<file path="src/rtl/vga_fml_arb_pkg.sv">
// Shared encodings for the VGA FML arbiter.
// FSM states, grant ids and default burst length.
package vga_fml_pkg;

  localparam logic [1:0] IDLE  = 2'd0;
  localparam logic [1:0] REQ   = 2'd1;
  localparam logic [1:0] BURST = 2'd2;

  localparam logic GNT_CPU = 1'b0;
  localparam logic GNT_LCD = 1'b1;

  localparam int BURST_LEN_DEF = 4;

endpackage

</file>
<file path="src/rtl/vga_fml_arb.sv">
// Two-master FML arbiter: CPU bridge and LCD scan-out
// share one downstream FML port toward the SDRAM controller.
module vga_fml_arb
  import vga_fml_pkg::*;
#(
  parameter int fml_depth = 20,
  parameter int burst_len = BURST_LEN_DEF
) (
  input  logic                 sys_clk,
  input  logic                 sys_rst,

  input  logic [fml_depth-1:0] cpu_fml_adr,
  input  logic                 cpu_fml_stb,
  input  logic                 cpu_fml_we,
  input  logic [1:0]           cpu_fml_sel,
  input  logic [15:0]          cpu_fml_do,
  output logic                 cpu_fml_ack,
  output logic [15:0]          cpu_fml_di,

  input  logic [fml_depth-1:0] lcd_fml_adr,
  input  logic                 lcd_fml_stb,
  input  logic                 lcd_fml_we,
  input  logic [1:0]           lcd_fml_sel,
  input  logic [15:0]          lcd_fml_do,
  output logic                 lcd_fml_ack,
  output logic [15:0]          lcd_fml_di,

  output logic [fml_depth-1:0] fml_adr,
  output logic                 fml_stb,
  output logic                 fml_we,
  input  logic                 fml_ack,
  output logic [1:0]           fml_sel,
  output logic [15:0]          fml_do,
  input  logic [15:0]          fml_di
);

  localparam int CW =
    (burst_len > 1) ? $clog2(burst_len) : 1;
  localparam logic [CW-1:0] LAST = CW'(burst_len - 1);

  logic [1:0]    state;
  logic          grant;
  logic          last_grant;
  logic          pick;
  logic [CW-1:0] cnt;

  // Round-robin pick; a tie goes to whoever lost last time.
  always_comb begin
    pick = GNT_CPU;
    if (cpu_fml_stb && lcd_fml_stb)
      pick = ~last_grant;
    else if (lcd_fml_stb)
      pick = GNT_LCD;
  end

  // Arbitration FSM, beat counter and registered address/we.
  always_ff @(posedge sys_clk or posedge sys_rst) begin
    if (sys_rst) begin
      state      <= IDLE;
      grant      <= GNT_CPU;
      last_grant <= GNT_CPU;
      cnt        <= '0;
      fml_adr    <= '0;
      fml_we     <= 1'b0;
    end else begin
      case (state)
        IDLE: begin
          if (cpu_fml_stb || lcd_fml_stb) begin
            grant      <= pick;
            last_grant <= pick;
            fml_adr    <= (pick == GNT_LCD) ?
                          lcd_fml_adr : cpu_fml_adr;
            fml_we     <= (pick == GNT_LCD) ?
                          lcd_fml_we : cpu_fml_we;
            state      <= REQ;
          end
        end
        REQ: begin
          if (fml_ack) begin
            cnt   <= '0;
            state <= BURST;
          end
        end
        BURST: begin
          cnt <= cnt + CW'(1);
          if (cnt == LAST)
            state <= IDLE;
        end
        default: state <= IDLE;
      endcase
    end
  end

  // Burst data/select steering; zero outside the burst.
  always_comb begin
    fml_sel = 2'b00;
    fml_do  = 16'h0000;
    if (state == BURST) begin
      fml_sel = (grant == GNT_LCD) ?
                lcd_fml_sel : cpu_fml_sel;
      fml_do  = (grant == GNT_LCD) ?
                lcd_fml_do : cpu_fml_do;
    end
  end

  assign fml_stb = (state == REQ);

  assign cpu_fml_ack =
    fml_stb & fml_ack & (grant == GNT_CPU);
  assign lcd_fml_ack =
    fml_stb & fml_ack & (grant == GNT_LCD);

  assign cpu_fml_di = fml_di;
  assign lcd_fml_di = fml_di;

endmodule

</file>
<file path="config.mk">
export PLATFORM = sky130hd
export DESIGN_NAME = vga_fml_arb
export DESIGN_NICKNAME = d
export VERILOG_FILES = /design/src/rtl/vga_fml_arb_pkg.sv /design/src/rtl/vga_fml_arb.sv
export SDC_FILE = /design/constraint.sdc
export NUM_CORES = 1
export LEC_CHECK = 0
export ABC_AREA = 0
export BUFFER_PORTS_ARGS = -buffer_cell sky130_fd_sc_hd__buf_2
export CAP_MARGIN = 40
export CORE_MARGIN = 3
export CORE_UTILIZATION = 40
export CTS_CLUSTER_SIZE = 14
export DETAILED_ROUTE_END_ITERATION = 7
export PLACE_DENSITY = 0.86
export SYNTH_ARGS = -nofsm -noshare
export SYNTH_HDL_FRONTEND = slang
export SYNTH_SLANG_ARGS = --single-unit
</file>
<file path="constraint.sdc">
create_clock -name sys_clk -period 1.8 [get_ports sys_clk]
set_input_delay 0.36 -clock sys_clk [delete_from_list [all_inputs] [get_ports sys_clk]]
set_output_delay 0.36 -clock sys_clk [all_outputs]
set_load 0.02 [all_outputs]
</file>
==> impl_metrics.py <==
metrics = {
    "synthesis": {
        "synthCells": 214,
        "yosysSeqAreaShare": 0.345,
        "syn-cell-area_um2": 1890,
        "yosysMostFrequentCell": "nand2_1",
        "ys_ff_latch": 26,
        "synth_top_area_frac": 0.345,
        "avgSynthCellArea_um2": 8.82,
        "ys_types": 24,
        "yosysTopAreaCell": "dfrtp_1",
        "synth_area_leaders": "dfrtp_1 (34%), a31oi_2 (13%), buf_4 (13%)",
        "synthArstFlopShare": 1.00,
        "syn_nets": 314,
        "synthFlopType": "dfrtp_1",
        "synth-edff-count": 0,
        "ys_top_cells_by_count": "nand2_1 (43), buf_4 (33), dfrtp_1 (26)",
        "ys_warn_count": 0,
    },
    "placement": {
        "place_area_um2": 2300,
        "port_buffers": 124,
        "post-place-ws_ns": 0.168,
        "gp_congestion": 0.663,
        "dpl.hpwl_mm": 3.80,
    },
    "detailed_routing": {
        "dr.pass1.iters": 4,
        "antenna_left": 0,
        "routed_wirelength_mm": 4.80,
        "drt_iter0_drc": 55,
        "viasPerCell": 5.06,
        "drc": 0,
        "post_drt_wl_per_cell_um": 13.6,
        "num_vias": 1787,
    },
    "setup_path": {
        "critPathMaxStageDelay_ns": 0.43,
        "cp_max_fo": 20,
        "path_class": "flip-flop to output pin",
        "crit_path_end_kind": "output pin",
        "worst_path_max_delay_cell": "dfrtp_2",
        "path_cells": "buf_12, mux2i_1, nor2_1, buf_2",
        "cp-start-kind": "flip-flop",
        "crit_required_ns": 1.44,
        "arrival_ns": 1.33,
    },
    "clock_network": {
        "h-tree-depth": 1,
        "cts_inserted_buffers": 3,
        "path_clk_slew_ns": 0.09,
        "cts_setup_buffers": 0,
        "cts_root_buf": "clkbuf_8",
        "clk_latency_ns": 0.26,
        "cts_tree": "done",
        "clock-sinks": 26,
        "ctsLongestPathBuffers": 2,
    },
    "floorplanning": {
        "die_x_um": 74.7,
        "core_um2": 4440,
        "die_h_um": 74.7,
        "num_rows": 24,
        "ios": 173,
        "die_area_um2": 5580,
        "initial_core_util": 0.425,
    },
    "grt": {
        "grt_antenna_before_repair": 0,
        "grt_pass1_vias": 1705,
        "grt_first_pass_wirelength_mm": 7.36,
        "grt_usage": 0.166,
        "grt_max_degree": 27,
        "overflow": 0,
    },
    "power_and_ir_drop": {
        "switching_share": 0.467,
        "leakage_nw": 1.27,
        "p_clk_frac": 0.099,
        "p_comb_frac": 0.613,
        "p_int_mw": 1.98,
        "power-per-cell-area_nw_per_um2": 1570,
        "seqPwrFrac": 0.287,
        "total_power_mw": 3.72,
        "switchingPower_mw": 1.74,
        "irDropWorstVdd_uv": 561,
    },
    "sta": {
        "report.final.setup_viol": 0,
        "post-route-period-util": 0.940,
        "period_needed_ns": 1.69,
        "fin_skew_ns": 0.00237,
        "finalHoldViolations": 0,
        "setup_ws_ns": 0.108,
        "tns_ns": 0,
        "worst_pin_slew_ns": 0.645,
        "rsz0062_at_grt": "false",
        "clock.fmax_mhz": 591,
        "relSlewSlack": 0.570,
        "final_max_slew_viol_count": 0,
        "final.hold.worst_slack_ns": 0.131,
    },
    "layout": {
        "drive_above_1_share": 0.532,
        "fin_nets": 402,
        "fin_area_um2": 2370,
        "num-fill-cells": 408,
        "area_growth_syn_to_layout_pct": 25.7,
        "antenna_cells": 0,
    },
    "min_path": {
        "min_path_type": "primary input to asynchronous set/reset pin",
    },
    "job": {
        "cap_violations": 0,
    },
    "run_status": {
        "outcome": "finished clean",
    },
}
power groups by stage:
stage / logic, mW / registers (mW) / clock network (mW)
after floorplan: 1.48 / 1.32 / 0
after global placement: 2.21 / 1.05 / 0
after detailed placement: 2.29 / 1.06 / 0
after CTS: 2.29 / 1.06 / 0.386
after global routing: 2.48 / 1.11 / 0.405
final: 2.28 / 1.07 / 0.370
repair_timing:
| action | in CTS | in global routing |
|---|---|---|
| hold buffers | 0 | 0 |
| gates resized for setup | 1 | 4 |
| setup endpoints to repair | 18 | 20 |
layer usage:
metal,global-route usage,up-vias,share of wire
met1,0.174,824,0.36
met4,0.0613,0,0.018
met2,0.328,90,0.53
met5,0,-,0
met3,0.0254,8,0.087
li1,-,865,-
final cells by class:
type | count | area [um^2] | area share
inverters | 2 | 7.51 | 0.00316
clock buffers | 4 | 55.1 | 0.0232
flip-flops and latches | 26 | 652 | 0.275
repair buffers | 130 | 678 | 0.286
multi-input cells | 139 | 916 | 0.386
well taps | 52 | 65.1 | 0.0274
cell families (layout without fill, tap and decap cells):
logic type,after synthesis,in the layout,share of synthesized area
AND/OR/NAND/NOR,68,68,0.144
AO/OA/AOI/OAI,50,50,0.221
buffers and inverters,49,136,0.178
flip-flops,26,26,0.345
multiplexers,19,19,0.101
adder cells (fa/ha/maj),1,1,0.00663
XOR/XNOR,1,1,0.00464
worst max-delay path, delay by kind of cell, from the launching register on:
family                 cells  cell delay (ns)
buffers and inverters      2             0.35
flip-flops                 1             0.43
multiplexers               1             0.23
AND/OR/NAND/NOR            1             0.05
metrics by stage:
stage                     std cells  utilization
after CTS                       353        0.531
after floorplan                 214            -
after global routing            353        0.534
after detailed placement        349        0.518
final                           353        0.534
after global placement          349        0.518
layout by cell type (no fill, tap or decap):
master / synthesis / layout
buf_2: 11 / 124
dfrtp_1: 26 / 25
nand2b_4: 0 / 1
and3_1: 1 / 1
a31oi_1: 2 / 2
dfrtp_2: 0 / 1
a21oi_1: 24 / 24
clkbuf_8: 0 / 4
nor2_1: 19 / 19
nor2b_4: 0 / 1
nor2_2: 1 / 1
nand2_1: 43 / 43
or2_1: 1 / 1
a31oi_2: 20 / 20
a21boi_2: 1 / 1
mux2i_1: 19 / 19
inv_1: 2 / 2
buf_12: 0 / 1
buf_4: 33 / 5
xor2_1: 1 / 1
a21bo_1: 1 / 1
a21o_1: 1 / 1
o21ai_0: 1 / 1
and2_4: 1 / 1
ha_1: 1 / 1
worst paths after layout:
path                       depth (start not counted)  slack, ns          end       start
hold / removal                                     3       0.13  fml_adr[19]     sys_rst
setup reg to reg                                   3       0.35   fml_adr[9]  last_grant
hold reg to reg                                    2       0.55   fml_adr[4]  fml_adr[4]
max in group asynchronous                          3       1.40   last_grant     sys_rst
min in group sys_clk                               2       0.32       cnt[0]     fml_ack
setup / recovery                                   4       0.11   fml_sel[1]  last_grant
registers in the layout, summed over array words and instances, names as in the netlist:
| signal | flops |
|---|---|
| fml_adr | 20 |
| last_grant | 1 |
| state | 2 |
| cnt | 2 |
| fml_we | 1 |
Note: power is estimated with default switching activity, not from simulation.
